**src/rtl/servant_arb_pkg.sv**
```systemverilog
// Shared definitions for the servant two-master Wishbone arbiter.
package servant_arb_pkg;

    typedef enum logic [1:0] {
        IDLE  = 2'd0,
        BUSY0 = 2'd1,
        BUSY1 = 2'd2
    } arbState_t;

    // Read data handed back to a master whose access was killed by the watchdog
    localparam logic [31:0] DEFAULT_ERR_RDT = 32'hDEAD_BEEF;

endpackage

```
**src/rtl/servant_arb_watchdog.sv**
```systemverilog
// Bus-timeout watchdog: counts granted cycles and flags expiry at TIMEOUT-1.
module servant_arb_watchdog #(
    parameter int TIMEOUT = 64
) (
    input  logic i_clk,
    input  logic i_rst_n,
    input  logic i_clear,
    input  logic i_enable,
    output logic o_expire
);

    localparam int               CW    = $clog2(TIMEOUT) + 1;
    localparam logic [CW-1:0]    LIMIT = CW'(TIMEOUT - 1);

    logic [CW-1:0] r_count;

    // Count busy cycles, saturating at the limit so the counter can never wrap
    always_ff @(posedge i_clk or negedge i_rst_n) begin
        if (!i_rst_n) begin
            r_count <= '0;
        end else if (i_clear) begin
            r_count <= '0;
        end else if (i_enable && (r_count != LIMIT)) begin
            r_count <= r_count + 1'b1;
        end
    end

    assign o_expire = i_enable && (r_count == LIMIT);

endmodule

```
**src/rtl/servant_wb_arbiter.sv**
```systemverilog
// Two-master round-robin Wishbone arbiter in front of the servant address mux.
// Grant is held for a whole transaction; a watchdog terminates hung accesses.
module servant_wb_arbiter
    import servant_arb_pkg::*;
#(
    parameter int          TIMEOUT = 64,
    parameter logic [31:0] ERR_RDT = DEFAULT_ERR_RDT
) (
    input  logic        i_clk,
    input  logic        i_rst_n,
    input  logic [31:0] i_wb_m0_adr,
    input  logic [31:0] i_wb_m0_dat,
    input  logic [3:0]  i_wb_m0_sel,
    input  logic        i_wb_m0_we,
    input  logic        i_wb_m0_cyc,
    output logic [31:0] o_wb_m0_rdt,
    output logic        o_wb_m0_ack,
    input  logic [31:0] i_wb_m1_adr,
    input  logic [31:0] i_wb_m1_dat,
    input  logic [3:0]  i_wb_m1_sel,
    input  logic        i_wb_m1_we,
    input  logic        i_wb_m1_cyc,
    output logic [31:0] o_wb_m1_rdt,
    output logic        o_wb_m1_ack,
    output logic [31:0] o_wb_s_adr,
    output logic [31:0] o_wb_s_dat,
    output logic [3:0]  o_wb_s_sel,
    output logic        o_wb_s_we,
    output logic        o_wb_s_cyc,
    input  logic [31:0] i_wb_s_rdt,
    input  logic        i_wb_s_ack,
    output logic [1:0]  o_grant,
    output logic        o_err
);

    arbState_t r_state;
    logic      r_lastOwner;
    logic      w_busy;
    logic      w_expire;
    logic      w_ownerCyc;
    logic      w_timeout;

    assign w_busy     = (r_state != IDLE);
    assign w_ownerCyc = (r_state == BUSY1) ? i_wb_m1_cyc : i_wb_m0_cyc;
    // A slave ack in the expiry cycle wins; a master that already let go gets no error ack
    assign w_timeout  = w_busy && w_expire && !i_wb_s_ack && w_ownerCyc;

    servant_arb_watchdog #(
        .TIMEOUT (TIMEOUT)
    ) u_watchdog (
        .i_clk    (i_clk),
        .i_rst_n  (i_rst_n),
        .i_clear  (!w_busy),
        .i_enable (w_busy),
        .o_expire (w_expire)
    );

    // Grant FSM: pick an owner from IDLE, hold it until ack, drop of cyc or timeout
    always_ff @(posedge i_clk or negedge i_rst_n) begin
        if (!i_rst_n) begin
            r_state     <= IDLE;
            r_lastOwner <= 1'b1;
        end else begin
            case (r_state)
                IDLE: begin
                    if (i_wb_m0_cyc && i_wb_m1_cyc) begin
                        if (r_lastOwner) begin
                            r_state     <= BUSY0;
                            r_lastOwner <= 1'b0;
                        end else begin
                            r_state     <= BUSY1;
                            r_lastOwner <= 1'b1;
                        end
                    end else if (i_wb_m0_cyc) begin
                        r_state     <= BUSY0;
                        r_lastOwner <= 1'b0;
                    end else if (i_wb_m1_cyc) begin
                        r_state     <= BUSY1;
                        r_lastOwner <= 1'b1;
                    end
                end
                BUSY0: begin
                    if (i_wb_s_ack || !i_wb_m0_cyc || w_expire) begin
                        r_state <= IDLE;
                    end
                end
                BUSY1: begin
                    if (i_wb_s_ack || !i_wb_m1_cyc || w_expire) begin
                        r_state <= IDLE;
                    end
                end
                default: r_state <= IDLE;
            endcase
        end
    end

    // Route the owner onto the slave port and return ack/data only to the owner
    always_comb begin
        o_wb_s_adr  = i_wb_m0_adr;
        o_wb_s_dat  = i_wb_m0_dat;
        o_wb_s_sel  = i_wb_m0_sel;
        o_wb_s_we   = i_wb_m0_we;
        o_wb_s_cyc  = 1'b0;
        o_wb_m0_ack = 1'b0;
        o_wb_m1_ack = 1'b0;
        o_wb_m0_rdt = i_wb_s_rdt;
        o_wb_m1_rdt = i_wb_s_rdt;
        o_err       = 1'b0;
        o_grant     = 2'b00;
        case (r_state)
            BUSY0: begin
                o_wb_s_cyc  = i_wb_m0_cyc && !w_timeout;
                o_wb_m0_ack = i_wb_s_ack || w_timeout;
                o_wb_m0_rdt = w_timeout ? ERR_RDT : i_wb_s_rdt;
                o_err       = w_timeout;
                o_grant     = 2'b01;
            end
            BUSY1: begin
                o_wb_s_adr  = i_wb_m1_adr;
                o_wb_s_dat  = i_wb_m1_dat;
                o_wb_s_sel  = i_wb_m1_sel;
                o_wb_s_we   = i_wb_m1_we;
                o_wb_s_cyc  = i_wb_m1_cyc && !w_timeout;
                o_wb_m1_ack = i_wb_s_ack || w_timeout;
                o_wb_m1_rdt = w_timeout ? ERR_RDT : i_wb_s_rdt;
                o_err       = w_timeout;
                o_grant     = 2'b10;
            end
            default: ;
        endcase
    end

endmodule

```
**config.mk**
```make
export PLATFORM = sky130hd
export DESIGN_NAME = servant_wb_arbiter
export DESIGN_NICKNAME = d
export VERILOG_FILES = /design/src/rtl/servant_arb_pkg.sv /design/src/rtl/servant_arb_watchdog.sv /design/src/rtl/servant_wb_arbiter.sv
export SDC_FILE = /design/constraint.sdc
export NUM_CORES = 1
export LEC_CHECK = 0
export CORE_AREA = 2 2 121 123
export DETAILED_ROUTE_END_ITERATION = 7
export DIE_AREA = 0 0 123 125
export GPL_TIMING_DRIVEN = 0
export PLACE_DENSITY = 0.67
export SLEW_MARGIN = 5
export SYNTH_ARGS = -nofsm -noshare
export SYNTH_HDL_FRONTEND = slang
export SYNTH_HIERARCHICAL = 1
export SYNTH_SLANG_ARGS = --single-unit
```
**constraint.sdc**
```tcl
create_clock -name i_clk -period 2.95 [get_ports i_clk]
set_input_delay 0.295 -clock i_clk [delete_from_list [all_inputs] [get_ports i_clk]]
set_output_delay 0.295 -clock i_clk [all_outputs]
set_load 0.03 [all_outputs]
```
; ---- Yosys cells after proc, flatten, opt, wreduce, memory -nomap -nowiden
; Index checks and enable logic that the tools add are counted.
; Widths: inputs -> output; s select.
[totals]
in_bits = 175
regBits = 10
ramBits = 0
rom_bits = 0
output_inout_bits = 139
mem_count = 0
latchBits = 0
wordCells = 61
[op_classes]
n_bitwise = 0
n_mul = 0
shift = 0
magnitude_cmp = 0
muxes = 26
n_eq_ne = 8
add_sub_neg = 1
reduce_logical = 23
n_div = 0
[op_table]
columns = op, count
row1 = $mux 32, 5
row2 = $mux 7, 2
row3 = $mux 2, 6
row4 = $mux 1, 9
row5 = $logic_and 1x1->1, 8
row6 = $add 7x1->7 const B, 1
row7 = $eq 7x6->1 const B, 1
row8 = $ne 7x6->1 const B, 1
row9 = $pmux 2 s3, 1
row10 = $logic_or 1x1->1, 5
row11 = $logic_not 1->1, 4
row12 = $mux 4, 1
row13 = $ne 2x2->1 const B, 2
row14 = $ne 4x4->1 const B, 1
row15 = $pmux 2 s2, 1
row16 = $reduce_and 3->1, 1
row17 = $reduce_bool 3->1, 1
row18 = $eq 2x1->1 const B, 1
row19 = $eq 2x2->1 const B, 1
row20 = $logic_not 2->1, 1
row21 = $ne 2x1->1 const B, 1
row22 = $pmux 1 s2, 1
row23 = $reduce_and 2->1, 1
row24 = $reduce_bool 2->1, 1
row25 = $reduce_or 2->1, 1

; ---- Depth between registers and ports, before layout
; Gate-level depths: netlist of run 1.
[depth]
ltp_word = 8
ltp_mapped = 9
depth_no_buf = 8

; ---- Hierarchy
; Netlist of run 1, hierarchy kept.
[modules_own_cells]
columns = module, instances, seq_area_each_um2, cells_each, area_each_um2
row1 = servant_wb_arbiter, 1, 76.3, 182, 1596.5
row2 = servant_arb_watchdog, 1, 175.2, 39, 390.4

; ---- Least setup slack after synthesis of run 1
; OpenSTA, ideal clock, no wires.
[synth_path]
path_type = reg2out
startpoint = reg r_state[0]
endpoint = out o_wb_m1_rdt[0]
arrival_ns = 2.113
stages_incl_launch_ff = 10
setup_slack_ns = 0.542
required_time_ns = 2.655
n_path_buf = 1
path_cell_list = dfrtp_1 -> inv_1 -> ha_1 -> inv_1 -> nand4_1 -> nor2_1 -> nor3b_4 -> and3_4 -> buf_6 -> or2_1
[synth_via]
elab_chain_len = 7
elab_cells_between_ends = 9
classes_between = 1 x eq/ne / 3 x mux / 5 x reduce/logical
[synth_lines]
columns = element, line
row1 = "start, declared", servant_wb_arbiter.sv:36  ; arbState_t r_state;
row2 = "start signal, assigned", servant_wb_arbiter.sv:61  ; r_state <= IDLE;
row3 = "start signal, assigned", servant_wb_arbiter.sv:68  ; r_state <= BUSY0;
row4 = "start signal, assigned", servant_wb_arbiter.sv:71  ; r_state <= BUSY1;
row5 = $reduce_bool 2->1, servant_wb_arbiter.sv:43  ; assign w_busy = (r_state != IDLE);
row6 = named net w_busy, servant_wb_arbiter.sv:38  ; logic w_busy;
row7 = $logic_and 1x1->1, servant_arb_watchdog.sv:28  ; assign o_expire = i_enable && (r_count == LIMIT);
row8 = named net w_expire, servant_wb_arbiter.sv:39  ; logic w_expire;
row9 = $logic_and 1x1->1 (3 in series), servant_wb_arbiter.sv:46  ; assign w_timeout = w_busy && w_expire && !i_wb_s_ack && w_ownerCyc;
row10 = $mux 32, servant_wb_arbiter.sv:125  ; o_wb_m1_rdt = w_timeout ? ERR_RDT : i_wb_s_rdt;
row11 = $mux 32, servant_wb_arbiter.sv:110  ; case (r_state)
row12 = "end, declared", servant_wb_arbiter.sv:23  ; output logic [31:0] o_wb_m1_rdt,
; The timed path passes the listed nets, and every way through them passes these cells.

; ---- Worst setup path after layout of run 1
[layout_path]
startpoint = reg r_state[0]
endpoint = out o_wb_m1_rdt[14]
; The elaborated chain is that of the path after synthesis.

==> flow_summary_export.csv, run 1 <==
group,metric,value,unit
critical_path,rr_worst_depth,9,
timing,slew_violations,0,
clock_network,cts_max_level,1,
power_and_ir_drop,p_seq_share,6.5,%
critical_path,crit_path_frequent_cell,"inv_2",
power_and_ir_drop,power.density,580.1,nW/µm²
timing,post-route-period-util,94.60,%
place,place_hpwl,11000,µm
place,post_dp_cell_area,5350,µm²
global_routing,grt_pass1_vias,3045,
yosys,synthSimpleGateAreaFrac,29.85,%
clock_network,clock-root-buffer,"clkbuf_16",
power_and_ir_drop,switchingPower,1.502,mW
yosys,yosys-top-cells-area,"mux2_2 40%, dfrtp_1 11%, nand2b_1 8.5%, or2_2 6.0%, ha_1 3.8%",
clock_network,cts.sinks,10,
yosys,yosysUniqueCellTypes,41,
drt,dr.pass1.iters,4,
finish,layout-drive-gt1-share,33.88,%
floorplan,die-height,125,µm
timing,fin_worst_skew,0.002710,ns
critical_path,reg2reg_setup_slack,1.03,ns
critical_path,timing.rr.end,"r_state[0]$_DFFE_PN0P_",
clock_network,cts-buffers-inserted,3,
critical_path,worstPathRequired,2.65,ns
critical_path,cp_max_fo,10,
drt,route.detailed.drc,0,
drt,drtAntennaViolNets,0,
power_and_ir_drop,swShare,47.61,%
timing,setup_slack,0.1592,ns
global_routing,grt_pass1_wl,17560,µm
yosys,yosysWarnings,6,
timing,finalSetupTns,0,ns
finish,antenna_cells,0,
yosys,synthFlopType,"dfrtp_1",
clock_network,holdBufCountCts,0,
power_and_ir_drop,p_int,1.652,mW
yosys,synth_nets,402,
power_and_ir_drop,ir_worst_vdd,0.2991,mV
critical_path,critPathLaunchType,"flop",
power_and_ir_drop,combPwrFrac,85.1,%
yosys,ys_async_sr_fraction,100.0,%
yosys,synth_area,1987,µm²
timing,setup_violations,0,
critical_path,crit_arrival,2.50,ns
yosys,synthMuxAreaShare,41.31,%
timing,worstMarginPinSlew,0.4526,ns
outcome,status,"complete, no violations",
drt,wl_per_cell,16.93,µm
place,pre_cts_ws,-0.3523,ns
floorplan,io_pins,314,
yosys,syn_area_per_cell,8.991,µm²
clock_network,clock_path_buffers,2,
yosys,synth_most_common_cell,"mux2_2",
timing,min_period,2.791,ns
finish,final_cell_area,5436,µm²
yosys,synth_top_family_by_area,"multiplexers",
yosys,synth_edf_count,0,
global_routing,grt-ovfl-total,0,
critical_path,crit_chain,"inv_2, ha_4, inv_2, nand4_1, nor2_4, nor3b_4, and3_4, buf_6, nor2b_1, clkdlybuf4s15_1",
timing,rsz0062_at_grt,"no",
critical_path,max_stage_delay,0.39,ns
floorplan,die_area,15380,µm²
critical_path,r2r-start,"r_state[0]$_DFFE_PN0P_",
yosys,synth-xor-area-share,0,%
floorplan,coreArea,14200,µm²
place,portBuffers,313,
floorplan,die_w,123,µm
clock_network,cts.clk_slew.worst_paths,0.04,ns
drt,vias,2968,
floorplan,row_count,44,
drt,drt_iter0_markers,45,
yosys,ys_seq_area_share,12.66,%
power_and_ir_drop,clkPwrFrac,8.5,%
yosys,synth_top_area_share,40.24,%
drt,finalWirelength,12360,µm
global_routing,track_usage,15.02,%
clock_network,cts_tree,"built",
critical_path,path_class,"flop to output pin",
min_path,hold_path_class,"input port to asynchronous set/reset pin",
place,place_congestion,0.8715,
critical_path,crit_slowest_cell,"dfrtp_1",
critical_path,end_kind,"output pin",
yosys,synth_compound_area_share,6.234,%
flow_run,maxCapViolCount,0,
global_routing,grt_max_degree,11,
finish,area_growth_syn_to_layout,173.6,%
power_and_ir_drop,leakage,2.231,nW
timing,clock.fmax,0.3583,GHz
clock_network,clkLatencyLatePin,0.24,ns
drt,vias_per_cell,4.066,
finish,nFillCells,1448,
yosys,synthTopCellsByCount,"71 x mux2_2, 27 x nand2b_1, 19 x or2_2",
finish,final_nets,728,
floorplan,initial_core_util,13.99,%
yosys,ys_ff_latch,10,
yosys,synth-adder-area-share,3.778,%
timing,hold_violations,0,
global_routing,antenna_found_initial,1,
yosys,synthCells,221,
timing,relSlewSlack,69.73,%
yosys,synth_area_leader_cell,"mux2_2",
## metrics by stage
step                std cells  total power [mW]  utilization [%]  hold slack (ns)
floorplan                 221             1.743                -       -0.0005911
global placement          718             2.838            37.67           0.4640
detailed placement        718             2.864            37.67           0.4608
CTS                       724             3.133            38.52           0.3852
global route              730             3.327            38.28           0.4147
finish                    730             3.154            38.28           0.3759
## layer usage
layer,wire length [µm],track usage (%),part of all wire [%],vias to the layer above
met2,6729,30.03,54,184
met3,1218,3.786,9.9,6
met5,0,0,0,-
met4,150,3.610,1.2,0
met1,4263,15.03,34,1348
li1,-,-,-,1430
## power groups by stage
| stage | combinational (mW) | clock (mW) | sequential [mW] |
|---|---|---|---|
| floorplan | 1.55 | 0 | 0.195 |
| CTS | 2.66 | 0.274 | 0.201 |
| global placement | 2.64 | 0 | 0.200 |
| finish | 2.68 | 0.267 | 0.204 |
| global route | 2.83 | 0.285 | 0.209 |
| detailed placement | 2.66 | 0 | 0.202 |
## kinds of logic (layout without fill, tap and decap cells)
group / count (synthesis) / in the layout
muxes: 73 / 73
adders and majority gates: 6 / 6
AOI/OAI and AO/OA: 17 / 17
DFF: 10 / 10
buffers and inverters: 22 / 347
and+or+nand+nor: 93 / 93
## worst max-delay path: cells and delay by family, from the launching register on
family,cells,cell delay [ns]
DFF,1,0.39
adders and majority gates,1,0.19
and+or+nand+nor,5,0.98
buffers and inverters,4,0.69
## worst max path at each step
stage	startpoint	end	slack [ns]	depth (start not counted)
after floorplan	r_state[0]$_DFFE_PN0P_	o_wb_m1_rdt[0]	0.54	9
after global placement	r_state[0]$_DFFE_PN0P_	o_wb_m1_rdt[25]	-0.30	10
after detailed placement	r_state[0]$_DFFE_PN0P_	o_wb_m1_rdt[25]	-0.35	10
after CTS	r_state[0]$_DFFE_PN0P_	o_wb_m1_rdt[25]	-0.03	10
after global routing	r_state[1]$_DFFE_PN0P_	o_wb_m1_rdt[5]	0.004	10
final	r_state[0]$_DFFE_PN0P_	o_wb_m1_rdt[14]	0.16	10
## flip-flops by register name, summed over array words and instances, names as in the netlist
register            count
u_watchdog/r_count      7
r_state                 2
r_lastOwner             1
## layout make-up
class	instances	area, µm²	share of cell area [%]
flip-flops and latches	10	251.5	4.626
inverters	7	26.28	0.4833
plain buffers	15	98.84	1.818
well taps	184	230.2	4.235
multi-input cells	189	1653	30.40
repair buffers	321	3088	56.80
clock buffers	4	88.84	1.634
## timing repair
action                                  CTS  global route
setup buffers                             2             6
pin swaps                                 1             3
endpoints found under the setup margin   68            65
resized for setup                       144            66
endpoints found under the hold margin     0             0
## cell usage in the layout, fill, tap and decap left out, types with 4 or more instances in the layout
master and count:
nor2_1 4, nand2b_1 27, dfrtp_1 9, clkdlybuf4s50_1 246, and2_1 9, inv_1 4, or2_1 5, ha_1 4
clkbuf_2 21, dlygate4sd2_1 7, mux2_2 71, buf_4 9, nor2b_1 12, clkdlybuf4s15_2 29, or2_2 19, buf_2 15
Note: power is estimated with default switching activity, not from simulation.
==> run 2, diff against run 1 <==
--- a/config.mk
+++ b/config.mk
@@ -6,6 +6,7 @@
 export NUM_CORES = 1
 export LEC_CHECK = 0
 export CORE_AREA = 2 2 121 123
+export CTS_BUF_LIST = sky130_fd_sc_hd__clkbuf_4 sky130_fd_sc_hd__clkbuf_8
 export DETAILED_ROUTE_END_ITERATION = 7
 export DIE_AREA = 0 0 123 125
 export GPL_TIMING_DRIVEN = 0
==> flow_summary_export.csv, run 2 (synthesis results as in run 1) <==
group,metric,value,unit
critical_path,max_stage_delay,0.36,ns
timing,hold_violations,0,
clock_network,clock-root-buffer,"clkbuf_8",
drt,vias,2954,
critical_path,path_class,"flop to output pin",
clock_network,cts_tree,"built",
timing,min_period,2.781,ns
finish,seq_area,251.5,µm²
finish,antenna_cells,0,
finish,most-common-layout-cells,"246 x clkdlybuf4s50_1, 71 x mux2_2, 27 x nand2b_1, 26 x buf_2, 23 x clkbuf_2",
finish,largest-register,"u_watchdog/r_count",
floorplan,initial_core_util,13.99,%
global_routing,grt_max_degree,11,
critical_path,r2r-start,"u_watchdog/r_count[1]$_DFFE_PN0P_",
drt,drt_iter0_markers,46,
critical_path,rr_worst_depth,8,
finish,nFillCells,1467,
finish,final_cell_area,5318,µm²
global_routing,track_usage,14.94,%
drt,finalWirelength,12350,µm
timing,worstMarginPinSlew,0.4599,ns
drt,drtAntennaViolNets,0,
clock_network,clock_path_buffers,2,
critical_path,critPathLaunchType,"flop",
power_and_ir_drop,leakage,2.204,nW
power_and_ir_drop,power.density,571.5,nW/µm²
finish,largest_reg_flops,7,
critical_path,crit_arrival,2.49,ns
place,place_hpwl,11000,µm
critical_path,crit_slowest_cell,"dfrtp_1",
floorplan,io_pins,314,
clock_network,cts.sinks,10,
global_routing,grt_pass1_vias,3030,
flow_run,maxCapViolCount,0,
clock_network,holdBufCountCts,0,
place,place_congestion,0.8715,
floorplan,row_count,44,
floorplan,die_area,15380,µm²
place,dpl.cell_count,718,
clock_network,clkLatencyLatePin,0.24,ns
finish,reg_top3,"u_watchdog/r_count: 7 flops, r_state: 2 flops, r_lastOwner: 1 flops",
drt,route.detailed.drc,0,
outcome,status,"complete, no violations",
clock_network,cts_max_level,1,
timing,clock.fmax,0.3596,GHz
place,portBuffers,313,
floorplan,die_w,123,µm
finish,area_growth_syn_to_layout,167.6,%
power_and_ir_drop,ir_worst_vdd,0.2993,mV
finish,final_util,37.44,%
critical_path,end_kind,"output pin",
finish,layout-drive-gt1-share,34.43,%
global_routing,grt-ovfl-total,0,
timing,slew_violations,0,
drt,vias_per_cell,4.047,
min_path,hold_path_class,"input port to asynchronous set/reset pin",
finish,instances_no_fill,730,
critical_path,reg2reg_setup_slack,1.02,ns
timing,setup_violations,0,
critical_path,cp_max_fo,10,
global_routing,grt_pass1_wl,17480,µm
timing,rsz0062_at_grt,"no",
timing,fin_worst_skew,0.001829,ns
critical_path,crit_chain,"ha_2, and3_1, nand4_1, nor2_4, nor3b_4, and3_4, buf_6, or2_2, clkdlybuf4s15_2",
timing,relSlewSlack,69.24,%
finish,final_common_cell,"clkdlybuf4s50_1",
finish,final_nets,728,
critical_path,timing.rr.end,"r_state[0]$_DFFE_PN0P_",
floorplan,coreArea,14200,µm²
drt,dr.pass1.iters,4,
clock_network,cts.clk_slew.worst_paths,0.05,ns
global_routing,antenna_found_initial,1,
timing,post-route-period-util,94.27,%
drt,wl_per_cell,16.91,µm
place,post_dp_cell_area,5350,µm²
clock_network,cts-buffers-inserted,3,
finish,multiInputGateArea,1643,µm²
floorplan,die-height,125,µm
critical_path,worstPathRequired,2.65,ns
[run 2: cell count changes in the layout (fill, tap and decap cells not counted), moves of 2 or more]
cell,change
buf_2,+11
clkbuf_16,-3
clkbuf_2,+2
clkbuf_8,+3
clkdlybuf4s15_1,-3
clkdlybuf4s15_2,-10
[run 2: report_power, final]
group          switching (mW)  internal (mW)
clock network          0.0527          0.117
logic                    1.41           1.26
registers              0.0259          0.174
[run 2: cell type report]
| type | instances | area share [%] |
|---|---|---|
| Buffer | 15 | 1.859 |
| Inverter | 7 | 0.5412 |
| Timing Repair Buffer | 321 | 56.61 |
| Clock buffer | 4 | 1.035 |
| Sequential cell | 10 | 4.729 |
| Tap cell | 184 | 4.329 |
| Multi-Input combinational cell | 189 | 30.89 |
[run 2: stage by stage]
| step | hold slack, ns | worst slack, ns | power [mW] | TNS (ns) |
|---|---|---|---|---|
| after detailed placement | 0.4608 | -0.3523 | 2.864 | -18.04 |
| after floorplan | -0.0005911 | 0.5420 | 1.743 | 0 |
| final | 0.3787 | 0.1691 | 3.039 | 0 |
| after global routing | 0.4105 | 0.0009233 | 3.207 | 0 |
| after CTS | 0.3853 | -0.03166 | 3.033 | -0.03166 |
| after global placement | 0.4640 | -0.3014 | 2.838 | -14.33 |
[run 2: worst max-delay path by stage]
stage / end / startpoint / depth (start not counted)
2_1_floorplan: o_wb_m1_rdt[0] / r_state[0]$_DFFE_PN0P_ / 9
3_3_place_gp: o_wb_m1_rdt[25] / r_state[0]$_DFFE_PN0P_ / 10
3_5_place_dp: o_wb_m1_rdt[25] / r_state[0]$_DFFE_PN0P_ / 10
4_1_cts: o_wb_m1_rdt[25] / r_state[0]$_DFFE_PN0P_ / 10
5_1_grt: o_wb_m0_rdt[17] / u_watchdog/r_count[1]$_DFFE_PN0P_ / 9
6_report: o_wb_m1_rdt[28] / u_watchdog/r_count[1]$_DFFE_PN0P_ / 9
[run 2: layer usage]
layer / GRT usage (%) / vias to the layer above / wire [µm]
li1: - / 1429 / -
met1: 15.03 / 1333 / 4244
met2: 30.32 / 184 / 6774
met3: 3.604 / 8 / 1240
met4: 2.741 / 0 / 88
met5: 0 / - / 0
[run 2: critical path: cells and delay by family (launching register included)]
kind	cells	cell delay [ns]
AND/OR/NAND/NOR	6	1.24
flip-flops	1	0.36
buffers and inverters	2	0.43
adder cells (fa/ha/maj)	1	0.22
[run 2: timing repair]
action | in CTS | in global routing
pin swaps | 1 | 3
gates cloned | 0 | 0
buffers inserted | 2 | 6
endpoints found under the setup margin | 68 | 66
resized for setup | 146 | 89
==> run 3, diff against run 2 <==
--- a/config.mk
+++ b/config.mk
@@ -5,6 +5,7 @@
 export SDC_FILE = /design/constraint.sdc
 export NUM_CORES = 1
 export LEC_CHECK = 0
+export CAP_MARGIN = 20
 export CORE_AREA = 2 2 121 123
 export CTS_BUF_LIST = sky130_fd_sc_hd__clkbuf_4 sky130_fd_sc_hd__clkbuf_8
 export DETAILED_ROUTE_END_ITERATION = 7
==> results of run 3 <==
The final DEF is identical to that of run 2; final timing and power are the same.
